$ cat config.mk
export PLATFORM = sky130hd
export DESIGN_NAME = sram_arbiter_flat
export DESIGN_NICKNAME = d
export VERILOG_FILES = /design/src/rtl/sram_arbiter_pkg.sv /design/src/rtl/sram_arbiter_if.sv /design/src/rtl/sram_arbiter_rr.sv /design/src/rtl/sram_arbiter.sv /design/src/flat_wrapper.sv
export SDC_FILE = /design/constraint.sdc
export NUM_CORES = 1
export LEC_CHECK = 0
export ABC_AREA = 1
export ABC_CLOCK_PERIOD_IN_PS = 2000
export BUFFER_PORTS_ARGS = -buffer_cell sky130_fd_sc_hd__buf_2
export CORE_ASPECT_RATIO = 0.5
export CORE_MARGIN = 4
export CORE_UTILIZATION = 42
export CTS_CLUSTER_DIAMETER = 80
export DETAILED_ROUTE_END_ITERATION = 8
export PLACE_DENSITY = 0.82
export SYNTH_ARGS = -nofsm -noshare
export SYNTH_HDL_FRONTEND = slang
export SYNTH_HIERARCHICAL = 1
export SYNTH_SLANG_ARGS = --single-unit
$ cat constraint.sdc
create_clock -name i_clk -period 2 [get_ports i_clk]
set_clock_uncertainty 0.15 [all_clocks]
set_input_delay 0.4 -clock i_clk [delete_from_list [all_inputs] [get_ports i_clk]]
set_output_delay 0.4 -clock i_clk [all_outputs]
set_load 0.02 [all_outputs]
$ cat src/rtl/sram_arbiter_pkg.sv
// Shared types and sizes for the two-client SRAM arbiter.
package sram_arb_pkg;
  localparam int ADDR_W      = 20;
  localparam int DATA_W      = 16;
  localparam int CNT_W       = 5;
  localparam int TIMEOUT_DEF = 31;

  typedef enum logic [1:0] {
    S_IDLE  = 2'd0,
    S_ISSUE = 2'd1,
    S_WAIT  = 2'd2,
    S_RESP  = 2'd3
  } arb_state_e;
endpackage

$ cat src/rtl/sram_arbiter_if.sv
// Client, controller and hold signals of the SRAM arbiter; the arbiter sits on the slave side.
interface sram_arbiter_if;
  import sram_arb_pkg::*;

  logic              i_hold;
  logic              i_c0_req,   i_c1_req;
  logic              i_c0_wr,    i_c1_wr;
  logic [ADDR_W-1:0] i_c0_addr,  i_c1_addr;
  logic [DATA_W-1:0] i_c0_wdata, i_c1_wdata;
  logic              o_c0_ack,   o_c1_ack;
  logic [DATA_W-1:0] o_c_rdata;
  logic              o_c_err;
  logic              o_mem_req;
  logic              o_mem_wr;
  logic [ADDR_W-1:0] o_mem_addr;
  logic [DATA_W-1:0] o_mem_wdata;
  logic              i_mem_wait;
  logic [DATA_W-1:0] i_mem_rdata;

  modport slave (
    input  i_hold, i_c0_req, i_c1_req, i_c0_wr, i_c1_wr, i_c0_addr, i_c1_addr,
           i_c0_wdata, i_c1_wdata, i_mem_wait, i_mem_rdata,
    output o_c0_ack, o_c1_ack, o_c_rdata, o_c_err, o_mem_req, o_mem_wr,
           o_mem_addr, o_mem_wdata
  );

  modport master (
    output i_hold, i_c0_req, i_c1_req, i_c0_wr, i_c1_wr, i_c0_addr, i_c1_addr,
           i_c0_wdata, i_c1_wdata, i_mem_wait, i_mem_rdata,
    input  o_c0_ack, o_c1_ack, o_c_rdata, o_c_err, o_mem_req, o_mem_wr,
           o_mem_addr, o_mem_wdata
  );
endinterface

$ cat src/rtl/sram_arbiter_rr.sv
// Two-way round-robin picker: on contention the client not granted last wins.
module sram_arb_rr (
  input  logic [1:0] req,
  input  logic       last,
  output logic [1:0] grant
);
  assign grant[0] = req[0] & (~req[1] | last);
  assign grant[1] = req[1] & (~req[0] | ~last);
endmodule

$ cat src/rtl/sram_arbiter.sv
// Serialises two clients onto one SRAM controller, one transaction in flight at a time.
//   state | meaning
//   IDLE  | wait for a request while hold is low, latch the winner's command
//   ISSUE | one-cycle request pulse to the controller
//   WAIT  | wait for the controller, abort after TIMEOUT cycles
//   RESP  | one-cycle ack to the granted client with rdata/err
module sram_arbiter
  import sram_arb_pkg::*;
#(
  parameter int TIMEOUT = TIMEOUT_DEF
) (
  input  logic           i_clk,
  input  logic           i_rst,
  sram_arbiter_if.slave  bus
);
  localparam logic [1:0]       IDLE     = S_IDLE;
  localparam logic [1:0]       ISSUE    = S_ISSUE;
  localparam logic [1:0]       WAIT     = S_WAIT;
  localparam logic [1:0]       RESP     = S_RESP;
  localparam logic [CNT_W-1:0] CNT_LAST = CNT_W'(TIMEOUT - 1);

  logic [1:0]        state_q, state_d;
  logic [CNT_W-1:0]  cnt_q,   cnt_d;
  logic              last_q,  last_d;
  logic              wr_q,    wr_d;
  logic [ADDR_W-1:0] addr_q,  addr_d;
  logic [DATA_W-1:0] wdata_q, wdata_d;
  logic [DATA_W-1:0] rdata_q, rdata_d;
  logic              err_q,   err_d;
  logic [1:0]        grant;

  sram_arb_rr u_rr (
    .req   ({bus.i_c1_req, bus.i_c0_req}),
    .last  (last_q),
    .grant (grant)
  );

  always_comb begin
    state_d = state_q;
    cnt_d   = cnt_q;
    last_d  = last_q;
    wr_d    = wr_q;
    addr_d  = addr_q;
    wdata_d = wdata_q;
    rdata_d = rdata_q;
    err_d   = err_q;
    case (state_q)
      IDLE: begin
        if (!bus.i_hold && (grant != 2'b00)) begin
          last_d  = grant[1];
          wr_d    = grant[1] ? bus.i_c1_wr    : bus.i_c0_wr;
          addr_d  = grant[1] ? bus.i_c1_addr  : bus.i_c0_addr;
          wdata_d = grant[1] ? bus.i_c1_wdata : bus.i_c0_wdata;
          state_d = ISSUE;
        end
      end
      ISSUE: begin
        cnt_d   = '0;
        state_d = WAIT;
      end
      WAIT: begin
        if (!bus.i_mem_wait) begin
          rdata_d = bus.i_mem_rdata;
          err_d   = 1'b0;
          state_d = RESP;
        end else begin
          cnt_d = cnt_q + 1'b1;
          // The last permitted WAIT cycle: the counter reaches TIMEOUT on leaving it.
          if (cnt_q == CNT_LAST) begin
            rdata_d = '0;
            err_d   = 1'b1;
            state_d = RESP;
          end
        end
      end
      RESP:    state_d = IDLE;
      default: state_d = IDLE;
    endcase
  end

  always_ff @(posedge i_clk or posedge i_rst) begin
    if (i_rst) begin
      state_q <= IDLE;
      cnt_q   <= '0;
      last_q  <= 1'b1;
      wr_q    <= 1'b1;
      addr_q  <= '0;
      wdata_q <= '0;
      rdata_q <= '0;
      err_q   <= 1'b0;
    end else begin
      state_q <= state_d;
      cnt_q   <= cnt_d;
      last_q  <= last_d;
      wr_q    <= wr_d;
      addr_q  <= addr_d;
      wdata_q <= wdata_d;
      rdata_q <= rdata_d;
      err_q   <= err_d;
    end
  end

  // last_q doubles as the id of the client owning the transaction in flight.
  assign bus.o_c0_ack    = (state_q == RESP) && !last_q;
  assign bus.o_c1_ack    = (state_q == RESP) &&  last_q;
  assign bus.o_c_rdata   = rdata_q;
  assign bus.o_c_err     = err_q;
  assign bus.o_mem_req   = (state_q == ISSUE);
  assign bus.o_mem_wr    = wr_q;
  assign bus.o_mem_addr  = addr_q;
  assign bus.o_mem_wdata = wdata_q;
endmodule

$ cat src/flat_wrapper.sv
// flat-port wrapper written by rule: the top's interface ports become plain ports
module sram_arbiter_flat import sram_arb_pkg::*;
#(
  parameter int TIMEOUT = TIMEOUT_DEF
)
  (i_clk, i_rst, bus_i_hold, bus_i_c0_req, bus_i_c1_req, bus_i_c0_wr, bus_i_c1_wr, bus_i_c0_addr, bus_i_c1_addr, bus_i_c0_wdata, bus_i_c1_wdata, bus_i_mem_wait, bus_i_mem_rdata, bus_o_c0_ack, bus_o_c1_ack, bus_o_c_rdata, bus_o_c_err, bus_o_mem_req, bus_o_mem_wr, bus_o_mem_addr, bus_o_mem_wdata);
  sram_arbiter_if bus_i ();
  input  logic i_clk;
  input  logic i_rst;
  input wire logic [$bits(bus_i.i_hold)-1:0] bus_i_hold;
  input wire logic [$bits(bus_i.i_c0_req)-1:0] bus_i_c0_req;
  input wire logic [$bits(bus_i.i_c1_req)-1:0] bus_i_c1_req;
  input wire logic [$bits(bus_i.i_c0_wr)-1:0] bus_i_c0_wr;
  input wire logic [$bits(bus_i.i_c1_wr)-1:0] bus_i_c1_wr;
  input wire logic [$bits(bus_i.i_c0_addr)-1:0] bus_i_c0_addr;
  input wire logic [$bits(bus_i.i_c1_addr)-1:0] bus_i_c1_addr;
  input wire logic [$bits(bus_i.i_c0_wdata)-1:0] bus_i_c0_wdata;
  input wire logic [$bits(bus_i.i_c1_wdata)-1:0] bus_i_c1_wdata;
  input wire logic [$bits(bus_i.i_mem_wait)-1:0] bus_i_mem_wait;
  input wire logic [$bits(bus_i.i_mem_rdata)-1:0] bus_i_mem_rdata;
  output wire logic [$bits(bus_i.o_c0_ack)-1:0] bus_o_c0_ack;
  output wire logic [$bits(bus_i.o_c1_ack)-1:0] bus_o_c1_ack;
  output wire logic [$bits(bus_i.o_c_rdata)-1:0] bus_o_c_rdata;
  output wire logic [$bits(bus_i.o_c_err)-1:0] bus_o_c_err;
  output wire logic [$bits(bus_i.o_mem_req)-1:0] bus_o_mem_req;
  output wire logic [$bits(bus_i.o_mem_wr)-1:0] bus_o_mem_wr;
  output wire logic [$bits(bus_i.o_mem_addr)-1:0] bus_o_mem_addr;
  output wire logic [$bits(bus_i.o_mem_wdata)-1:0] bus_o_mem_wdata;
  assign bus_i.i_hold = bus_i_hold;
  assign bus_i.i_c0_req = bus_i_c0_req;
  assign bus_i.i_c1_req = bus_i_c1_req;
  assign bus_i.i_c0_wr = bus_i_c0_wr;
  assign bus_i.i_c1_wr = bus_i_c1_wr;
  assign bus_i.i_c0_addr = bus_i_c0_addr;
  assign bus_i.i_c1_addr = bus_i_c1_addr;
  assign bus_i.i_c0_wdata = bus_i_c0_wdata;
  assign bus_i.i_c1_wdata = bus_i_c1_wdata;
  assign bus_i.i_mem_wait = bus_i_mem_wait;
  assign bus_i.i_mem_rdata = bus_i_mem_rdata;
  assign bus_o_c0_ack = bus_i.o_c0_ack;
  assign bus_o_c1_ack = bus_i.o_c1_ack;
  assign bus_o_c_rdata = bus_i.o_c_rdata;
  assign bus_o_c_err = bus_i.o_c_err;
  assign bus_o_mem_req = bus_i.o_mem_req;
  assign bus_o_mem_wr = bus_i.o_mem_wr;
  assign bus_o_mem_addr = bus_i.o_mem_addr;
  assign bus_o_mem_wdata = bus_i.o_mem_wdata;
  sram_arbiter #(.TIMEOUT(TIMEOUT)) u_core (.i_clk(i_clk), .i_rst(i_rst), .bus(bus_i));
endmodule
Word-level counts from Yosys, hierarchy flattened
Index checks and enable logic that the tools add are counted.
{"block": "totals", "ff_bits": 62, "input_bits": 96, "output_inout_bits": 57, "word_cells": 49}
{"block": "classes", "add_sub_neg": 1, "eq_ne": 8, "n_mux": 13, "bitwise": 7, "n_reduce_logical": 12}
{"cell": "16-bit 2-to-1 mux", "count": 3}
{"cell": "20-bit 2-to-1 mux", "count": 1}
{"cell": "5-bit one-hot mux with 2 select lines", "count": 1}
{"cell": "2-bit one-hot mux with 4 select lines", "count": 1}
{"cell": "2-bit AND reduction", "count": 4}
{"cell": "2-bit 2-to-1 mux", "count": 3}
{"cell": "5-bit by 1-bit adder with 5-bit output, second input constant", "count": 1}
{"cell": "5-bit == test, second input constant", "count": 1}
{"cell": "5-bit 2-to-1 mux", "count": 1}
{"cell": "2-bit == test, second input constant", "count": 2}
{"cell": "2-bit by 1-bit != test with 1-bit output, second input constant", "count": 2}
{"cell": "2-bit nonzero test", "count": 2}
{"cell": "1-bit logical AND", "count": 3}
{"cell": "1-bit 2-to-1 mux", "count": 3}
{"cell": "3-bit by 2-bit != test with 1-bit output, second input constant", "count": 1}
{"cell": "1-bit NOT", "count": 3}
{"cell": "1-bit AND", "count": 2}
{"cell": "2-bit by 1-bit == test with 1-bit output, second input constant", "count": 1}
{"cell": "1-bit logical NOT", "count": 2}
{"cell": "2-bit logical NOT", "count": 1}
{"cell": "2-bit != test, second input constant", "count": 1}
{"cell": "1-bit bitwise OR", "count": 2}

Depth between registers and ports, before layout
{"block": "depth", "depth_word": 7, "depth_mapped": 9, "ltp_nobuf": 8}

Cells and area by module
Netlist, hierarchy kept.
{"module": "sram_arbiter", "n_inst": 1, "cells_each": 417, "area_each_um2": 3200.6, "seq_area_each_um2": 1554.0}
{"module": "sram_arb_rr", "n_inst": 1, "cells_each": 4, "area_each_um2": 27.5, "seq_area_each_um2": 0.0}

Worst setup path after synthesis
No wires, ideal clock.
{"block": "synth_timing", "path_kind": "reg-to-reg", "start": "register u_core.last_q", "end": "register u_core.addr_q[12], in the netlist u_core/bus.o_mem_addr[12]", "setup_time_ns": 0.123, "arrival_ns": 1.262, "t_required_ns": 1.727, "path_slack_ns": 0.465, "stages_incl_launch_ff": 8, "path_buffers": 2, "synth_period_minus_slack_ns": 1.535, "cell_sequence": "dfstp_2 inv_1 a21oi_2 o21ai_4 buf_6 buf_6 o21ai_0 nand2_1"}
{"block": "synth_between", "word_cells_on_any_way": 9, "cone_classes": "mux (1); bitwise (5); reduce/logical (3)"}
{"element": "start: declaration", "line": "sram_arbiter.sv:24", "text": "logic last_q, last_d;"}
{"element": "start signal: assignment", "line": "sram_arbiter.sv:94", "text": "last_q <= last_d;"}
{"element": "1-bit bitwise OR", "line": "sram_arbiter_rr.sv:7", "text": "assign grant[0] = req[0] & (~req[1] | last);"}
{"element": "1-bit AND", "line": "sram_arbiter_rr.sv:7"}
{"element": "named net u_core.grant[0]", "line": "sram_arbiter.sv:30", "text": "logic [1:0] grant;"}
{"element": "2-bit nonzero test", "line": "sram_arbiter.sv:49", "text": "if (!bus.i_hold && (grant != 2'b00)) begin"}
{"element": "1-bit logical AND", "line": "sram_arbiter.sv:49"}
{"element": "2-bit AND reduction (no line)"}
{"element": "end signal: assignment", "line": "sram_arbiter.sv:96", "text": "addr_q <= addr_d;"}
{"element": "end: declaration", "line": "sram_arbiter.sv:26", "text": "logic [ADDR_W-1:0] addr_q, addr_d;"}
The timed path passes the listed nets, and every way through them passes these cells.
A chain may end at the register's enable or synchronous reset.

Final worst setup path
{"block": "layout_timing", "start": "register u_core.state_q[1]", "end": "output port bus_o_mem_req"}
{"block": "layout_between", "elab_chain_len": 1}
{"element": "start: declaration", "line": "sram_arbiter.sv:22", "text": "logic [1:0] state_q, state_d;"}
{"element": "start signal: assignment", "line": "sram_arbiter.sv:92", "text": "state_q <= state_d;"}
{"element": "2-bit by 1-bit == test with 1-bit output", "line": "sram_arbiter.sv:108", "text": "assign bus.o_mem_req = (state_q == ISSUE);"}
{"element": "end: declaration", "line": "flat_wrapper.sv:25", "text": "output wire logic [$bits(bus_i.o_mem_req)-1:0] bus_o_mem_req;"}
No other way between the ends.

==> metrics <==
status=finished clean; Yosys cell types=24; Initial DRT Pass Iterations=4; clock power share=between 20 and 25%; Cell Chain, Critical Path=inv_1 > ha_1 > buf_2; Tot Pwr=between 6 and 7 mW; Worst Setup SP=u_core/state_q[1]; DR vias=a little over 3000; vias in the first global route=2923; Layout Nets=between 600 and 700; GP Congestion=0.811; final setup violation count=0; Hold Startpoint=bus_i_mem_rdata[5]; register area share after synthesis=48.1%; ANT cells=0; Crit. End Element=primary output; initial DRC count=between 100 and 150; fillers=699; post-layout minimum cycle time=between 1.5 and 2 ns; Clock Tree Buf Depth=2; Psw=between 2 and 3 mW; Worst R2R End=u_core/bus.o_mem_wdata[7]; area leader, netlist=dfrtp_1; Placed Area=~4000 µm²; Post-CTS Setup Bufs=0; Hold EP=u_core/bus.o_c_rdata[5]; IO Count=153; R2R Setup Slk=0.30 ns; GRT Util Overall=roughly 18%; Sw Share=40.9%; Pwr per Cell Area=1420 nW/µm²; Comb pwr share=41.7%; final hold violation count=0; synthesized net count=roughly 520; kind of critical path=reg2out; Relative slew margins=approximately two thirds; share of cells above drive strength 1=33.1%; area share of the largest cell type after synthesis=between 40% and 50%; CTS tree=yes; starting density of the core=between 40% and 50%; die height=approximately 70 µm; CTS H-tree depth=3; synth warn=6; RSZ-0062 raised after global routing=no; Clk Latency, worst-skew pair=0.33 ns; Final Max Slew Viols=0; DRC=0; Die X-Extent=between 100 and 150 µm; dpl hpwl=6110 µm; Cell Int Power=3.66 mW; post-DR wirelength/cell=12.0 µm; VDD IR-drop max=0.601 mV; Vias/cell=4.63; crit path max fanout=4; Slew @ Worst Pin=just over 0.5 ns; Flop pwr share=between 30% and 40%; # Max-Cap Violations=0; clock root buffer=clkbuf_16; Synth area leaders=dfrtp_1 47%, nand2_1 18%, o21ai_0 12%; fmax=roughly 0.56 GHz; CP required=roughly 1.5 ns; Core Box Area=about 7400 µm²; CP max stage delay=0.40 ns; layout overhead on the synthesized area=35.6%; Worst path slowest cell=dfrtp_1; clk sinks=between 60 and 70; antenna violations before repair=0; worst path bufs/invs=2; Hold Path Depth=3; buffers added on ports=~150; Worst EP arrival=1.24 ns; Tcrit/Tclk final=about nine tenths; first-pass GRT wire length=approximately 14000 µm; R2R cell count=7; final WL=roughly 8100 µm; critical path startpoint category=register; # rows=22; total gr overflow=0; HP Class=in2reg; Final ANT Viol Nets=0; number of synthesized register bits=62; Pleak=2.54 nW; Setup Total Neg Slack=0 ns; Die ar.=9240 µm²; average size of a mapped cell=7.67 µm²; CTS Buf Count=9; launching point of the worst reg2reg path=u_core/state_q[0]; Finished Cell Area=between 4000 and 5000 µm²; Post-Syn Area=about 3200 µm²; largest net degree at the start of global routing=54; CTS clock-pin slew for the worst setup and hold paths=0.05 ns; Post-Synthesis Cells=421; delay-heaviest family, CP=flip-flops
## cell usage in the layout (no fill, tap or decap)
cell type and n:
clkbuf_16 9, clkinvlp_4 2, dlygate4sd3_1 1, nand2_1 157, o21ai_1 2, dfrtp_1 60, clkinv_2 1, buf_2 152
o21ai_0 77, nor3b_1 1, a21oi_1 3, nor2_1 7, nand2_2 1, or2_2 1, nand3_1 22, a21boi_4 1
nor3_1 1, inv_2 3, inv_1 48, ha_1 7, buf_12 3, nor2_4 2, clkbuf_8 5, dfstp_2 2
buf_4 7, a21oi_2 1, o21ai_4 1
## state kept, by name, summed over array words and instances, names as in the netlist
signal                  count
u_core/bus.o_mem_addr      20
u_core/bus.o_c_rdata       16
u_core/bus.o_mem_wdata     16
u_core/cnt_q                5
u_core/state_q              2
u_core/bus.o_c_err          1
u_core/bus.o_mem_wr         1
u_core/last_q               1
## synth_stat cells, drive strengths merged
master / n
a21boi: 1
a21oi: 4
buf: 15
clkbuf: 8
dfrtp: 60
dfstp: 2
ha: 7
inv: 52
nand2: 158
nand3: 22
nor2: 9
nor3: 1
nor3b: 1
o21ai: 80
or2: 1
## layer usage
layer,part of all wire [%],vias up,GRT usage [%]
met1,42,1398,21.0
met3,5.0,18,5.32
met4,2.5,0,7.57
met5,0,-,0
li1,-,1620,-
met2,51,78,31.6
## stage by stage
stage | util [%] | cells | hold slack (ns) | setup slack (ns)
detailed placement | 54.8 | 656 | 0.314 | 0.307
global route | 59.1 | 673 | 0.134 | 0.127
floorplan | - | 421 | 0.331 | 0.465
CTS | 59.1 | 673 | 0.117 | 0.184
finish | 59.1 | 673 | 0.128 | 0.212
global placement | 54.8 | 656 | 0.310 | 0.344
## tightest hold or removal path, stage by stage
cell and delay, ns:
buf_2 0.08, nand2_1 0.04, nand2_1 0.05
## worst max path at each step
stage	endpoint	slack [ns]	depth (start not counted)
after detailed placement	u_core/bus.o_mem_wdata[5]	0.31	7
after floorplan	u_core/bus.o_mem_addr[12]	0.47	7
final	bus_o_mem_req	0.21	3
after global routing	bus_o_c0_ack	0.13	4
after global placement	u_core/bus.o_mem_addr[7]	0.34	7
after CTS	bus_o_mem_req	0.18	3
## cell families (layout without fill, tap and decap cells)
kind of cell	after synthesis	in the layout	synth area share, %
adder cells (fa/ha/maj)	7	7	2.71
buffers and inverters	75	231	11.4
flip-flops	62	62	48.1
AO/OA/AOI/OAI	85	85	13.8
AND/OR/NAND/NOR	192	192	24.0
## area by class of cell
| type | count | area (µm²) | area share [%] |
|---|---|---|---|
| Clock buffer | 14 | 294 | 6.72 |
| Clock inverter | 2 | 12.5 | 0.286 |
| Inverter | 52 | 199 | 4.54 |
| Multi-Input combinational cell | 284 | 1320 | 30.0 |
| Sequential cell | 62 | 1550 | 35.5 |
| Tap cell | 96 | 120 | 2.74 |
| Timing Repair Buffer | 163 | 883 | 20.2 |
## power groups by stage
stage                     Combinational, mW  Clock, mW  Sequential [mW]
after floorplan                        1.14          0             2.68
after global placement                 2.55          0             2.09
after detailed placement               2.61          0             2.11
after CTS                              2.62       1.56             2.09
after global routing                   2.89       1.61             2.16
final                                  2.58       1.53             2.09
## repair_timing
item / 4_1_cts / 5_1_grt
gates resized for setup: 0 / 0
hold endpoints to repair: 18 / 0
hold buffers: 1 / 0
No activity file was read; power rests on OpenSTA's default activity.
